<file path="src/rtl/out_camera_data_if.sv">
// Camera pixel bus: frame/line/data valid strobes plus left and right pixel taps.
interface out_camera_data_if #(
   parameter int PIXEL_WIDTH = 8
);
   logic                   oLVAL;
   logic                   oFVAL;
   logic                   oDVAL;
   logic [PIXEL_WIDTH-1:0] oDATA_L;
   logic [PIXEL_WIDTH-1:0] oDATA_R;

   modport master (output oLVAL, oFVAL, oDVAL, oDATA_L, oDATA_R);
   modport slave  (input  oLVAL, oFVAL, oDVAL, oDATA_L, oDATA_R);
endinterface

</file>
<file path="src/rtl/out_camera_data.sv">
// Camera emulator: parameterised FVAL/LVAL/DVAL timing with dual-tap test patterns.
// Define OUT_CAMERA_DVAL_THROTTLE_EN for DVAL on alternate clocks inside each line.
module out_camera_data #(
   parameter int PIXEL_WIDTH = 8,
   parameter int H_ACTIVE    = 640,
   parameter int H_BLANK     = 160,
   parameter int V_ACTIVE    = 480,
   parameter int FV_SETUP    = 4,
   parameter int V_BLANK     = 2000
) (
   input  logic                 CLK,
   input  logic                 RST,
   input  logic                 iENABLE,
   input  logic                 iLVAL_POL,
   input  logic                 iFVAL_POL,
   input  logic                 iDVAL_POL,
   input  logic [1:0]           iPATTERN,
   out_camera_data_if.master    cam,
   output logic                 oFIELD,
   output logic [15:0]          oFRAME_CNT,
   output logic                 oBUSY
);

   localparam int XW   = (H_ACTIVE > 1) ? $clog2(H_ACTIVE) : 1;
   localparam int YW   = (V_ACTIVE > 1) ? $clog2(V_ACTIVE) : 1;
   localparam int CMAX = (FV_SETUP > H_BLANK) ? ((FV_SETUP > V_BLANK) ? FV_SETUP : V_BLANK)
                                              : ((H_BLANK > V_BLANK) ? H_BLANK : V_BLANK);
   localparam int CW   = (CMAX > 1) ? $clog2(CMAX) : 1;
   localparam int EW   = (PIXEL_WIDTH > 4) ? PIXEL_WIDTH : 4;

   localparam logic [XW-1:0] X_LAST  = XW'(H_ACTIVE - 1);
   localparam logic [YW-1:0] Y_LAST  = YW'(V_ACTIVE - 1);
   localparam logic [CW-1:0] FS_LAST = CW'(FV_SETUP - 1);
   localparam logic [CW-1:0] HB_LAST = CW'(H_BLANK - 1);
   localparam logic [CW-1:0] VB_LAST = CW'(V_BLANK - 1);

   typedef enum logic [2:0] {
      S_IDLE,
      S_FV_LEAD,
      S_LINE,
      S_HBLANK,
      S_VBLANK
   } state_e;

   state_e                 state_q, state_d;
   logic [CW-1:0]          cnt_q, cnt_d;
   logic [XW-1:0]          x_q, x_d;
   logic [YW-1:0]          y_q, y_d;
   logic [1:0]             pattern_q, pattern_d;
   logic                   field_q, field_d;
   logic [15:0]            frame_cnt_q, frame_cnt_d;
   logic                   lval_q, lval_d;
   logic                   fval_q, fval_d;
   logic                   dval_q, dval_d;
   logic                   busy_q, busy_d;
   logic [PIXEL_WIDTH-1:0] data_l_q, data_l_d;
   logic [PIXEL_WIDTH-1:0] data_r_q, data_r_d;
`ifdef OUT_CAMERA_DVAL_THROTTLE_EN
   logic                   phase_q, phase_d;
`endif

   logic                   fval_i, lval_i, dval_i;
   logic [EW-1:0]          x_ext, y_ext;
   logic [PIXEL_WIDTH-1:0] fc_pix;

   always_comb begin
      state_d     = state_q;
      cnt_d       = cnt_q;
      x_d         = x_q;
      y_d         = y_q;
      pattern_d   = pattern_q;
      field_d     = field_q;
      frame_cnt_d = frame_cnt_q;
`ifdef OUT_CAMERA_DVAL_THROTTLE_EN
      phase_d     = phase_q;
`endif
      case (state_q)
         S_IDLE: begin
            if (iENABLE) begin
               state_d   = S_FV_LEAD;
               cnt_d     = '0;
               y_d       = '0;
               pattern_d = iPATTERN;
            end
         end
         S_FV_LEAD: begin
            if (cnt_q == FS_LAST) begin
               state_d = S_LINE;
               cnt_d   = '0;
               x_d     = '0;
               y_d     = '0;
`ifdef OUT_CAMERA_DVAL_THROTTLE_EN
               phase_d = 1'b0;
`endif
            end else begin
               cnt_d = cnt_q + 1'b1;
            end
         end
         S_LINE: begin
`ifdef OUT_CAMERA_DVAL_THROTTLE_EN
            // phase 0 is the DVAL clock for pixel x; phase 1 idles before advancing x
            if (!phase_q) begin
               phase_d = 1'b1;
            end else begin
               phase_d = 1'b0;
               if (x_q == X_LAST) begin
                  state_d = S_HBLANK;
                  cnt_d   = '0;
               end else begin
                  x_d = x_q + 1'b1;
               end
            end
`else
            if (x_q == X_LAST) begin
               state_d = S_HBLANK;
               cnt_d   = '0;
            end else begin
               x_d = x_q + 1'b1;
            end
`endif
         end
         S_HBLANK: begin
            if (cnt_q == HB_LAST) begin
               cnt_d = '0;
               if (y_q == Y_LAST) begin
                  state_d     = S_VBLANK;
                  field_d     = ~field_q;
                  frame_cnt_d = frame_cnt_q + 16'd1;
               end else begin
                  state_d = S_LINE;
                  y_d     = y_q + 1'b1;
                  x_d     = '0;
`ifdef OUT_CAMERA_DVAL_THROTTLE_EN
                  phase_d = 1'b0;
`endif
               end
            end else begin
               cnt_d = cnt_q + 1'b1;
            end
         end
         S_VBLANK: begin
            if (cnt_q == VB_LAST) begin
               cnt_d = '0;
               if (iENABLE) begin
                  state_d   = S_FV_LEAD;
                  y_d       = '0;
                  pattern_d = iPATTERN;
               end else begin
                  state_d = S_IDLE;
               end
            end else begin
               cnt_d = cnt_q + 1'b1;
            end
         end
         default: state_d = S_IDLE;
      endcase
   end

   // Outputs are decoded from the next state so the registered pins line up with state_q.
   always_comb begin
      fval_i = (state_d != S_IDLE) && (state_d != S_VBLANK);
      lval_i = (state_d == S_LINE);
`ifdef OUT_CAMERA_DVAL_THROTTLE_EN
      dval_i = lval_i && !phase_d;
`else
      dval_i = lval_i;
`endif
      x_ext    = EW'(x_d);
      y_ext    = EW'(y_d);
      fc_pix   = PIXEL_WIDTH'(frame_cnt_q);
      data_l_d = '0;
      data_r_d = '0;
      if (dval_i) begin
         case (pattern_d)
            2'd0: begin
               data_l_d = x_ext[PIXEL_WIDTH-1:0];
               data_r_d = ~x_ext[PIXEL_WIDTH-1:0];
            end
            2'd1: begin
               data_l_d = y_ext[PIXEL_WIDTH-1:0];
               data_r_d = ~y_ext[PIXEL_WIDTH-1:0];
            end
            2'd2: begin
               data_l_d = {PIXEL_WIDTH{x_ext[3] ^ y_ext[3]}};
               data_r_d = {PIXEL_WIDTH{x_ext[3] ^ y_ext[3]}};
            end
            default: begin
               data_l_d = fc_pix;
               data_r_d = fc_pix;
            end
         endcase
      end
      lval_d = lval_i ^ iLVAL_POL;
      fval_d = fval_i ^ iFVAL_POL;
      dval_d = dval_i ^ iDVAL_POL;
      busy_d = (state_d != S_IDLE);
   end

   always_ff @(posedge CLK) begin
      if (RST) begin
         state_q     <= S_IDLE;
         cnt_q       <= '0;
         x_q         <= '0;
         y_q         <= '0;
         pattern_q   <= '0;
         field_q     <= 1'b0;
         frame_cnt_q <= '0;
         lval_q      <= iLVAL_POL;
         fval_q      <= iFVAL_POL;
         dval_q      <= iDVAL_POL;
         busy_q      <= 1'b0;
         data_l_q    <= '0;
         data_r_q    <= '0;
`ifdef OUT_CAMERA_DVAL_THROTTLE_EN
         phase_q     <= 1'b0;
`endif
      end else begin
         state_q     <= state_d;
         cnt_q       <= cnt_d;
         x_q         <= x_d;
         y_q         <= y_d;
         pattern_q   <= pattern_d;
         field_q     <= field_d;
         frame_cnt_q <= frame_cnt_d;
         lval_q      <= lval_d;
         fval_q      <= fval_d;
         dval_q      <= dval_d;
         busy_q      <= busy_d;
         data_l_q    <= data_l_d;
         data_r_q    <= data_r_d;
`ifdef OUT_CAMERA_DVAL_THROTTLE_EN
         phase_q     <= phase_d;
`endif
      end
   end

   assign cam.oLVAL   = lval_q;
   assign cam.oFVAL   = fval_q;
   assign cam.oDVAL   = dval_q;
   assign cam.oDATA_L = data_l_q;
   assign cam.oDATA_R = data_r_q;
   assign oFIELD      = field_q;
   assign oFRAME_CNT  = frame_cnt_q;
   assign oBUSY       = busy_q;

endmodule

</file>
<file path="src/flat_wrapper.sv">
// flat-port wrapper written by rule: the top's interface ports become plain ports
module out_camera_data_flat 
#(
   parameter int PIXEL_WIDTH = 8,
   parameter int H_ACTIVE    = 640,
   parameter int H_BLANK     = 160,
   parameter int V_ACTIVE    = 480,
   parameter int FV_SETUP    = 4,
   parameter int V_BLANK     = 2000
)
  (CLK, RST, iENABLE, iLVAL_POL, iFVAL_POL, iDVAL_POL, iPATTERN, oFIELD, oFRAME_CNT, oBUSY, cam_oLVAL, cam_oFVAL, cam_oDVAL, cam_oDATA_L, cam_oDATA_R);
  out_camera_data_if #(.PIXEL_WIDTH(PIXEL_WIDTH)) cam_i ();
  input  logic CLK;
  input  logic RST;
  input  logic iENABLE;
  input  logic iLVAL_POL;
  input  logic iFVAL_POL;
  input  logic iDVAL_POL;
  input  logic [1:0] iPATTERN;
  output logic oFIELD;
  output logic [15:0] oFRAME_CNT;
  output logic oBUSY;
  output wire logic [$bits(cam_i.oLVAL)-1:0] cam_oLVAL;
  output wire logic [$bits(cam_i.oFVAL)-1:0] cam_oFVAL;
  output wire logic [$bits(cam_i.oDVAL)-1:0] cam_oDVAL;
  output wire logic [$bits(cam_i.oDATA_L)-1:0] cam_oDATA_L;
  output wire logic [$bits(cam_i.oDATA_R)-1:0] cam_oDATA_R;
  assign cam_oLVAL = cam_i.oLVAL;
  assign cam_oFVAL = cam_i.oFVAL;
  assign cam_oDVAL = cam_i.oDVAL;
  assign cam_oDATA_L = cam_i.oDATA_L;
  assign cam_oDATA_R = cam_i.oDATA_R;
  out_camera_data #(.PIXEL_WIDTH(PIXEL_WIDTH), .H_ACTIVE(H_ACTIVE), .H_BLANK(H_BLANK), .V_ACTIVE(V_ACTIVE), .FV_SETUP(FV_SETUP), .V_BLANK(V_BLANK)) u_core (.CLK(CLK), .RST(RST), .iENABLE(iENABLE), .iLVAL_POL(iLVAL_POL), .iFVAL_POL(iFVAL_POL), .iDVAL_POL(iDVAL_POL), .iPATTERN(iPATTERN), .cam(cam_i), .oFIELD(oFIELD), .oFRAME_CNT(oFRAME_CNT), .oBUSY(oBUSY));
endmodule
</file>
<file path="config.mk">
export PLATFORM = sky130hd
export DESIGN_NAME = out_camera_data_flat
export DESIGN_NICKNAME = d
export VERILOG_FILES = /design/src/rtl/out_camera_data_if.sv /design/src/rtl/out_camera_data.sv /design/src/flat_wrapper.sv
export SDC_FILE = /design/constraint.sdc
export NUM_CORES = 1
export LEC_CHECK = 0
export ABC_AREA = 1
export CORE_MARGIN = 4
export CORE_UTILIZATION = 40
export DETAILED_ROUTE_END_ITERATION = 16
export DONT_BUFFER_PORTS = 1
export RECOVER_POWER = 100
export SLEW_MARGIN = 0
export SYNTH_ARGS = -nofsm -noshare
export SYNTH_HDL_FRONTEND = slang
export SYNTH_SLANG_ARGS = --single-unit
</file>
<file path="constraint.sdc">
create_clock -name CLK -period 2.3 [get_ports CLK]
set_input_delay 0.69 -clock CLK [delete_from_list [all_inputs] [get_ports CLK]]
set_output_delay 0.69 -clock CLK [all_outputs]
set_load 0.01 [all_outputs]
</file>
==> metrics.txt, run 1 <==
Slew Limit Fails=0; total gr overflow=0; top_reg_cell synth=dfxtp_1; first-pass GRT wire length=17.97 mm; IO buf count=0; vias in the first global route=3,857; worst clock skew=7.538 ps; Final GP Congestion=0.8610; Req. time, crit path=2560 ps; core area=10,370 um2; Max Buffers Root-to-Sink=2; Worst R2R Path Depth=15; Cells after DPL=801; Core Rows=37; worst rel slew slack=61.42%; Reg-to-Reg End=u_core.cam.oDATA_R[6]; FF+latch count, synth=72; vias=4,115; asr flop ratio synth=0%; die width=111.3 um; n_diodes=0; hold path cells=1; H-tree Lvls=3; share of cells above drive strength 1=13.45%; total track usage=17.51%; most common cell after layout, fill and taps aside=nand2_1; nature of the critical path startpoint=flip-flop; final worst path period share=92.63%; Clock Latency Late Sink=360 ps; FF-to-FF setup slack=170 ps; pwr dens=554.8 nW/um2; Warnings, synthesis=0; CTS Buf Count=9; CTS tree=done; Worst Path Max Fanout=10; clk slew on worst S/H paths=70 ps; clk sink count=72; drt total wl=10.94 mm; post-synth net total=678; P_leak=2.251 nW; Via density=5.018; Crit Path Category=flip-flop to flip-flop; final setup vio count=0; initial antenna violation count=0; setup TNS=0 ps; largest net degree at the start of global routing=27; Post-Syn Area=4269 um2; clock root buffer=clkbuf_8; Mapped Avg Cell Area=6.410 um2; Routed wire per std cell=13.35 um; fmax=469.4 MHz; hold crit path type=primary input to flip-flop; Max-Cap Viols=0; dpl ws=85.08 ps; Pre-Repair DR Iteration Count=5; Layout Nets=691; count of final hold-check violations=0; Initial Utilization=41.17%; Tot Pwr=0.002636 W; hold endpoint=u_core.oFRAME_CNT[13]; DIE AREA=12,390 um2; Unique masters post-synth=39; Worst Path Arrival=2390 ps; number of I/O pins=45; Detailed Place HPWL=8.395 mm; register area share after synthesis=33.76%; Die Ht=111.3 um; fin crit period=2130 ps; setup ws final=169.5 ps; Post-Route Utilization=45.81%; final non-filler cell total=820; Reg-to-Reg Start=u_core.cnt_q[1]; Area growth, synth to finish=11.28%; commonest non-fill, non-tap cells in the layout=172 x nand2_1, 93 x inv_1, 75 x nor2_1; Max IR drop VDD=0.2273 mV; Post-synth EDFFs=0; residual DRC count=0; starting DRC count in detailed routing=169; Least-Margin Pin Slew=574.3 ps; outcome=complete, no violations; Worst Min Path Start=RST; Antenna Violating Nets Remaining=0; Worst setup EP type=flip-flop; RSZ-0062 raised after global routing=no; cells after synthesis=666
worst max-delay path by stage:
stage	endpoint	cells after the start	slack (ps)	startpoint
global placement	u_core.cam.oDATA_L[3]	15	150	u_core.cnt_q[0]
floorplan	u_core.cam.oDATA_R[2]	10	430	iENABLE
detailed placement	u_core.cam.oDATA_R[6]	15	90	u_core.cnt_q[0]
CTS	u_core.cam.oDATA_L[3]	15	60	u_core.cnt_q[0]
global route	u_core.oFRAME_CNT[15]	12	3	u_core.y_q[0]
finish	u_core.cam.oDATA_R[6]	15	170	u_core.cnt_q[1]
metrics by stage:
stage                     cell area [um2]  hold slack, ps
final                                4751           390.4
after global placement               4454           477.6
after CTS                            4672           376.6
after floorplan                      4269           454.6
after global routing                 4751           374.4
after detailed placement             4454           478.6
per-layer routing:
metal	track usage (%)	up-vias	routed length [um]
met5	0	-	0
met4	6.002	0	203
met3	4.148	16	499
met2	30.36	85	5352
met1	21.25	1881	4888
li1	-	2133	-
critical path: stages, from the launching register on:
cell,delay [ps]
dfxtp_1,350
ha_1,200
nand3_2,130
inv_2,100
nand3_1,160
nand2_2,140
nand2_1,70
nand2_1,100
nand2_4,100
nand2_4,140
inv_2,90
and2_1,140
nor2_1,100
nand3_1,90
nand2_1,70
inv_1,30
synth_stat cells, types with 2 or more instances:
| cell type | n | share of area (%) |
|---|---|---|
| a211oi_1 | 3 | 0.53 |
| a21oi_1 | 27 | 3.2 |
| a31oi_1 | 5 | 0.73 |
| buf_2 | 3 | 0.35 |
| clkbuf_1 | 5 | 0.44 |
| dfxtp_1 | 72 | 34 |
| ha_1 | 4 | 1.2 |
| inv_1 | 93 | 8.2 |
| inv_2 | 18 | 1.6 |
| nand2_1 | 173 | 15 |
| nand2_2 | 10 | 1.5 |
| nand2_4 | 3 | 0.79 |
| nand3_1 | 75 | 8.8 |
| nand3_2 | 9 | 2.1 |
| nand3b_1 | 2 | 0.35 |
| nand4_1 | 8 | 1.2 |
| nor2_1 | 76 | 6.7 |
| nor2_2 | 7 | 1.0 |
| nor2_4 | 4 | 1.1 |
| nor3_1 | 11 | 1.3 |
| nor3_2 | 4 | 0.94 |
| nor3b_1 | 3 | 0.53 |
| o21a_1 | 3 | 0.53 |
| o21ai_0 | 19 | 2.2 |
| or2_2 | 3 | 0.44 |
| xnor2_1 | 5 | 1.0 |
| xor2_1 | 9 | 1.8 |
flip-flops by register name (all words and copies together) (netlist names):
signal / flops
u_core.oFRAME_CNT: 16
u_core.cnt_q: 11
u_core.x_q: 10
u_core.y_q: 9
u_core.cam.oDATA_L: 8
u_core.cam.oDATA_R: 8
u_core.state_q: 3
u_core.pattern_q: 2
u_core.cam.oDVAL: 1
u_core.cam.oFVAL: 1
u_core.cam.oLVAL: 1
u_core.oBUSY: 1
u_core.oFIELD: 1
cell type report:
| cell class | instances | area, um2 |
|---|---|---|
| fill | 1116 | 5619 |
| multi-input combinational | 475 | 2424 |
| sequential | 72 | 1443 |
| inverter | 111 | 421.7 |
| clock buffer | 14 | 182.7 |
| tap | 136 | 170.2 |
| timing repair buffer | 10 | 75.07 |
| clock inverter | 2 | 35.03 |
power breakdown:
| group | leakage, nW | internal (W) | switching (W) |
|---|---|---|---|
| Sequential | 0.583 | 0.00127 | 0.0000198 |
| Clock | 0.113 | 0.000619 | 0.000475 |
| Combinational | 1.56 | 0.0000803 | 0.000174 |
| Total | 2.25 | 0.00197 | 0.000668 |
cell families (layout without fill, tap and decap cells):
kind of cell               after synthesis  count (layout)  share of synthesized area (%)
and+or+nand+nor                        395             396                          43.43
buffers and inverters                  120             137                          10.81
DFF                                     72              72                          33.76
AOI/OAI and AO/OA                       61              61                          7.943
xor gates and xnor gates                14              14                          2.872
adders and majority gates                4               4                          1.172
repair_timing:
action                                 in CTS  in global routing
resized for setup                           0                 13
hold buffers                                0                  0
endpoints found under the hold margin       0                  0
setup buffers                               0                  2
setup endpoints to repair                   0                 19
(Power assumes the default switching activity.)
==> run 2: changes to the inputs <==
--- a/config.mk
+++ b/config.mk
@@ -8,8 +8,8 @@
 export ABC_AREA = 1
 export CORE_MARGIN = 4
 export CORE_UTILIZATION = 40
+export CTS_CLUSTER_SIZE = 28
 export DETAILED_ROUTE_END_ITERATION = 16
-export DONT_BUFFER_PORTS = 1
 export RECOVER_POWER = 100
 export SLEW_MARGIN = 0
 export SYNTH_ARGS = -nofsm -noshare
==> run 2 against run 1 <==
Clock skew increased by 5.9 ps. Utilization increased by 4.8 points. Clock power decreased by 13%. Die area unchanged. Via count increased by 3.8%. Flip-flop and latch count unchanged. Fmax increased by 0.37%. Worst hold slack improved by 75 ps. Non-clock buffer count increased by 60. Register-to-register slack about the same. Global-route usage increased by 1.2 points.
==> metrics.txt, run 2 (synthesized netlist as in run 1, its figures left out) <==
CP top delay family=simple AND/OR/NAND/NOR gates (unchanged); nature of the critical path startpoint=flip-flop (unchanged); Die Ht=111.3 um (unchanged); Least-Margin Pin Slew=542.7 ps (was 574.3 ps); final setup vio count=0 (unchanged); total track usage=18.73% (was 17.51%); Worst Path Max Fanout=4 (was 10); count of final hold-check violations=0 (unchanged); pwr dens=487.2 nW/um2 (was 554.8 nW/um2); Layout Nets=750 (was 691); die width=111.3 um (unchanged); WP buf/inv=2 (was 3); share of cells above drive strength 1=13.88% (was 13.45%); clock root buffer=clkbuf_8 (unchanged); Clock Latency Late Sink=370 ps (was 360 ps); first-pass GRT wire length=19.11 mm (was 17.97 mm); CTS Hold Bufs=0 (unchanged); Max-Cap Viols=0 (unchanged); hold crit path type=flip-flop to flip-flop (was primary input to flip-flop); Core Rows=37 (unchanged); starting DRC count in detailed routing=198 (was 169); Area growth, synth to finish=22.95% (was 11.28%); CTS tree=done (unchanged); final worst path period share=92.28% (was 92.63%); clk slew on worst S/H paths=80 ps (was 70 ps); outcome=complete, no violations (unchanged); Final Cell Area=5249 um2 (was 4751 um2); n_diodes=0 (unchanged); Pre-Repair DR Iteration Count=5 (unchanged); Max Used Layer=met4 (unchanged); DIE AREA=12,390 um2 (unchanged); Crit Path Category=flip-flop to flip-flop (unchanged); H-tree Lvls=3 (unchanged); total gr overflow=0 (unchanged); max reg flops=16 (unchanged); Hold WS=465.7 ps (was 390.4 ps); most common cell after layout, fill and taps aside=nand2_1 (unchanged); vias in the first global route=4,063 (was 3,857); commonest non-fill, non-tap cells in the layout=174 x nand2_1, 93 x inv_1, 76 x nor2_1 (was 172 x nand2_1, 93 x inv_1, 75 x nor2_1); Antenna Violating Nets Remaining=0 (unchanged); vias=4,270 (was 4,115); worst clock skew=13.42 ps (was 7.538 ps); M1 WL=5.058 mm (was 4.888 mm); Initial Utilization=41.17% (unchanged); fmax=471.1 MHz (was 469.4 MHz); Routed wire per std cell=12.86 um (was 13.35 um); Req. time, crit path=2570 ps (was 2560 ps); Max Buffers Root-to-Sink=2 (unchanged); met3 wire len=503 um (was 499 um); RSZ-0062 raised after global routing=yes (was no); Fillers=1,067 (was 1,116); cell breakdown of the critical path=ha_1 > nand3_2 > nor2_4 > nand3_2 > nor2_1 > or2_2 > nand2_1 > buf_4 > a21oi_1 > nand3_1 > nand2_1 > inv_1 (was ha_1 > nand3_2 > inv_2 > nand3_1 > nand2_2 > nand2_1 > nand2_1 > nand2_4 > nand2_4 > inv_2 > and2_1 > nor2_1 > nand3_1 > nand2_1 > inv_1); P_leak=2.466 nW (was 2.251 nW); worst rel slew slack=63.62% (was 61.42%); residual DRC count=0 (unchanged); number of I/O pins=45 (unchanged); Worst setup EP type=flip-flop (unchanged); Detailed Place HPWL=8.817 mm (was 8.395 mm); fin crit period=2123 ps (was 2130 ps); Critical Path Max Stage Delay=370 ps (was 350 ps); core area=10,370 um2 (unchanged); placed cell area=5027 um2 (was 4454 um2); Max IR drop VDD=0.3491 mV (was 0.2273 mV); Worst Path Arrival=2400 ps (was 2390 ps); IO buf count=44 (was 0); CTS Buf Count=9 (unchanged); drt total wl=11.29 mm (was 10.94 mm); Via density=4.863 (was 5.018); clk sink count=72 (unchanged); wire length on met2=5.563 mm (was 5.352 mm); initial antenna violation count=0 (unchanged); largest net degree at the start of global routing=19 (was 27); Slew Limit Fails=0 (unchanged); CP max stage cell=dfxtp_1 (unchanged); Final GP Congestion=0.8519 (was 0.8610)
==> run 2: timing repair <==
item                       CTS  global route
setup endpoints to repair    0            19
setup buffers                0             2
gates resized for setup      0             7
==> run 2: final cells by class <==
class                   count  area [um2]  share of cell area, %
well taps                 136       170.2                  3.242
inverters                 111       416.7                  7.938
multi-input cells         474        2394                  45.60
repair buffers             70       646.9                  12.32
clock buffers              11       151.4                  2.884
clock inverters             4       28.78                 0.5483
flip-flops and latches     72        1441                  27.46
==> run 2: final timing paths <==
path | cells after the start | slack, ps | startpoint | endpoint
worst max register to register | 12 | 180 | u_core.cnt_q[0] | u_core.cam.oDATA_R[0]
worst min-delay path | 2 | 470 | u_core.oFIELD | u_core.oFIELD
worst min register to register | 2 | 470 | u_core.oFIELD | u_core.oFIELD
worst max-delay path | 12 | 180 | u_core.cnt_q[0] | u_core.cam.oDATA_R[0]
==> run 2: routing by layer <==
layer	up-vias	GRT usage, %
met5	-	0
met4	0	5.272
met3	16	4.967
met2	67	32.29
met1	1935	23.02
li1	2252	-
==> run 2: per-stage QoR <==
stage / utilization (%) / setup WS, ps / instances / setup TNS, ps / total power [W]
after detailed placement: 48.48 / -299.7 / 861 / -5588 / 0.001631
after global routing: 50.62 / -20.55 / 878 / -20.59 / 0.002683
after floorplan: - / 430.0 / 666 / 0 / 0.001502
final: 50.62 / 177.5 / 878 / 0 / 0.002557
after global placement: 48.48 / -278.4 / 861 / -4577 / 0.001629
after CTS: 50.22 / 13.37 / 876 / 0 / 0.002595
==> run 2: where the power goes <==
| group | internal [W] | total [W] | leakage [nW] | switching, W |
|---|---|---|---|---|
| combinational | 0.000137 | 0.000329 | 1.80 | 0.000192 |
| clock | 0.000446 | 0.000951 | 0.0878 | 0.000505 |
| sequential | 0.00127 | 0.00128 | 0.583 | 0.00000919 |
==> run 2: worst min-delay path, delay by kind of cell (launching register included) <==
kind | cells | cell delay (ps)
buffers and inverters | 1 | 60
flip-flops | 1 | 310
AO/OA/AOI/OAI | 1 | 50
==> run 3: changes to the inputs <==
--- a/config.mk
+++ b/config.mk
@@ -6,11 +6,12 @@
 export NUM_CORES = 1
 export LEC_CHECK = 0
 export ABC_AREA = 1
+export CORE_ASPECT_RATIO = 0.8
 export CORE_MARGIN = 4
 export CORE_UTILIZATION = 40
+export CTS_CLUSTER_DIAMETER = 50
 export CTS_CLUSTER_SIZE = 28
 export DETAILED_ROUTE_END_ITERATION = 16
-export RECOVER_POWER = 100
 export SLEW_MARGIN = 0
 export SYNTH_ARGS = -nofsm -noshare
 export SYNTH_HDL_FRONTEND = slang
==> run 3 against run 2 <==
Via count grew 3.0%. Combinational power grew 5%. Largest cell class unchanged. Final cell count grew 2.2%. Register-to-register slack gained 30 ps. Fmax is essentially flat. Worst hold slack gained 6.0 ps.
==> metrics.txt, run 3 (synthesized netlist as in run 1, its figures left out) <==
final setup vio count=0 (unchanged); critical path launch point=iPATTERN[0] (was u_core.cnt_q[0]); clk sink count=72 (unchanged); CTS Buf Count=9 (unchanged); P_leak=2.591 nW (was 2.466 nW); Clock Latency Late Sink=340 ps (was 370 ps); H-tree Lvls=3 (unchanged); Reg-to-Reg Start=u_core.cnt_q[1] (was u_core.cnt_q[0]); commonest non-fill, non-tap cells in the layout=170 x nand2_1, 93 x inv_1, 73 x nor2_1, 73 x nand3_1, 71 x dfxtp_1 (was 174 x nand2_1, 93 x inv_1, 76 x nor2_1); DIE AREA=12,400 um2 (was 12,390 um2); fmax=471.4 MHz (was 471.1 MHz); Least-Margin Pin Slew=481.8 ps (was 542.7 ps); pwr dens=565.0 nW/um2 (was 487.2 nW/um2); Post-Route Utilization=53.65% (was 50.62%); Max-Cap Viols=0 (unchanged); Final GP Congestion=0.9450 (was 0.8519); CP max stage cell=clkdlybuf4s50_1 (was dfxtp_1); Req. time, crit path=2580 ps (was 2570 ps); count of final hold-check violations=0 (unchanged); Max IR drop VDD=0.4166 mV (was 0.3491 mV); worst rel slew slack=67.80% (was 63.62%); core area=10,320 um2 (was 10,370 um2); Routed wire per std cell=13.25 um (was 12.86 um); vias in the first global route=4,027 (was 4,063); CTS tree=done (unchanged); share of cells above drive strength 1=16.78% (was 13.88%); CP top delay family=buffers and inverters (was simple AND/OR/NAND/NOR gates); Core Rows=33 (was 37); Via density=4.903 (was 4.863); total gr overflow=0 (unchanged); outcome=complete, no violations (unchanged); Worst Path Max Fanout=9 (was 4); Worst Path Arrival=2410 ps (was 2400 ps); Area growth, synth to finish=29.72% (was 22.95%); Crit Path Category=primary input to flip-flop (was flip-flop to flip-flop); max reg flops=16 (unchanged); Initial Utilization=41.36% (was 41.17%); final worst path period share=92.22% (was 92.28%); cell breakdown of the critical path=clkdlybuf4s50_1 > inv_1 > nand2_1 > o21ai_0 > a21oi_1 > nand3_2 > inv_2 > nand2_4 > inv_2 > nand2_1 > nand2_1 > inv_1 > nand3_1 > nand2_1 > inv_1 (was ha_1 > nand3_2 > nor2_4 > nand3_2 > nor2_1 > or2_2 > nand2_1 > buf_4 > a21oi_1 > nand3_1 > nand2_1 > inv_1); vias=4,398 (was 4,270); largest net degree at the start of global routing=19 (unchanged); number of I/O pins=45 (unchanged); hold crit path type=flip-flop to flip-flop (unchanged); WP buf/inv=6 (was 2); clock root buffer=clkbuf_16 (was clkbuf_8); Final Cell Area=5538 um2 (was 5249 um2); most common cell after layout, fill and taps aside=nand2_1 (unchanged); residual DRC count=0 (unchanged); Critical Path Max Stage Delay=460 ps (was 370 ps); Layout Nets=764 (was 750); clk slew on worst S/H paths=60 ps (was 80 ps); die width=123.5 um (was 111.3 um); initial antenna violation count=0 (unchanged); IO buf count=44 (unchanged); Max Buffers Root-to-Sink=2 (unchanged); starting DRC count in detailed routing=369 (was 198); setup ws final=178.9 ps (was 177.5 ps); nature of the critical path startpoint=primary input (was flip-flop); placed cell area=5087 um2 (was 5027 um2); Fillers=1,070 (was 1,067); Worst Min Path Start=u_core.oFIELD (unchanged); worst clock skew=5.939 ps (was 13.42 ps); dpl ws=-229.7 ps (was -299.7 ps); Detailed Place HPWL=8.954 mm (was 8.817 mm); fin crit period=2121 ps (was 2123 ps); Pre-Repair DR Iteration Count=9 (was 5); Slew Limit Fails=0 (unchanged); drt total wl=11.88 mm (was 11.29 mm); most frequent cell on the critical path=nand2_1; first-pass GRT wire length=19.44 mm (was 19.11 mm); n_diodes=0 (unchanged); Die Ht=100.4 um (was 111.3 um); Antenna Violating Nets Remaining=0 (unchanged); total track usage=19.67% (was 18.73%); Worst setup EP type=flip-flop (unchanged)
[run 3: cell types whose count changed in the layout (fill, tap and decap cells not counted), moves of 2 or more]
cell       previous run  this run
bufinv_16             0         2
nor2_1               76        73
clkbuf_8             11         0
nand2_2               7        11
nand2_1             174       170
nor2_2                5         7
nand3_2              11         9
clkbuf_16             0         9
nand3_4               1         4
ha_2                  0         2
buf_4                24        39
ha_1                  4         2
[run 3: worst min-delay path: cells and delay by family (launching register included)]
family / cells / cell delay, ps
DFF: 1 / 310
buffers and inverters: 1 / 60
AOI/OAI and AO/OA: 1 / 50
[run 3: stage by stage]
stage          power (W)  hold WS, ps  cells  setup TNS (ps)
6_report        0.003129        471.7    897               0
5_1_grt         0.003259        502.6    897          -5.784
4_1_cts         0.003147        477.5    890               0
3_5_place_dp    0.001630        465.6    874           -4036
3_3_place_gp    0.001626        446.8    874           -2735
2_1_floorplan   0.001502        454.6    666               0
[run 3: power by group]
part / total, W / internal, W / switching [W] / leakage (nW)
sequential: 0.00128 / 0.00127 / 0.00000925 / 0.583
combinational: 0.000346 / 0.000140 / 0.000206 / 1.86
clock: 0.00150 / 0.000950 / 0.000554 / 0.150
total: 0.00313 / 0.00236 / 0.000769 / 2.59
[run 3: timing repair]
action	in CTS	in global routing
setup buffers	0	6
resized for setup	1	19
setup endpoints to repair	2	18
cloned	0	1
hold buffers	0	0
pin swaps	0	2
[run 3: cell type report]
class | count | area (um2) | share of cell area (%)
Clock buffer | 11 | 232.7 | 4.202
Clock inverter | 5 | 81.33 | 1.469
Inverter | 111 | 416.7 | 7.524
Multi-Input combinational cell | 475 | 2454 | 44.31
Sequential cell | 72 | 1443 | 26.05
Tap cell | 140 | 175.2 | 3.163
Timing Repair Buffer | 83 | 735.7 | 13.29
[run 3: routing by layer]
layer / share of wire (%) / vias up / wire length, um / track usage [%]
li1: - / 2288 / - / -
met1: 51 / 2001 / 6069 / 28.03
met2: 43 / 97 / 5065 / 29.28
met3: 5.5 / 12 / 659 / 6.310
met4: 0.76 / 0 / 90 / 3.660
met5: 0 / - / 0 / 0
[run 3: path summary, 6_finish.rpt]
| path | endpoint | slack, ps | depth (start not counted) |
|---|---|---|---|
| min reg2reg | u_core.oFIELD | 470 | 2 |
| max | u_core.cam.oDATA_L[2] | 180 | 15 |
| max reg2reg | u_core.cam.oDATA_L[7] | 210 | 16 |
| min | u_core.oFIELD | 470 | 2 |
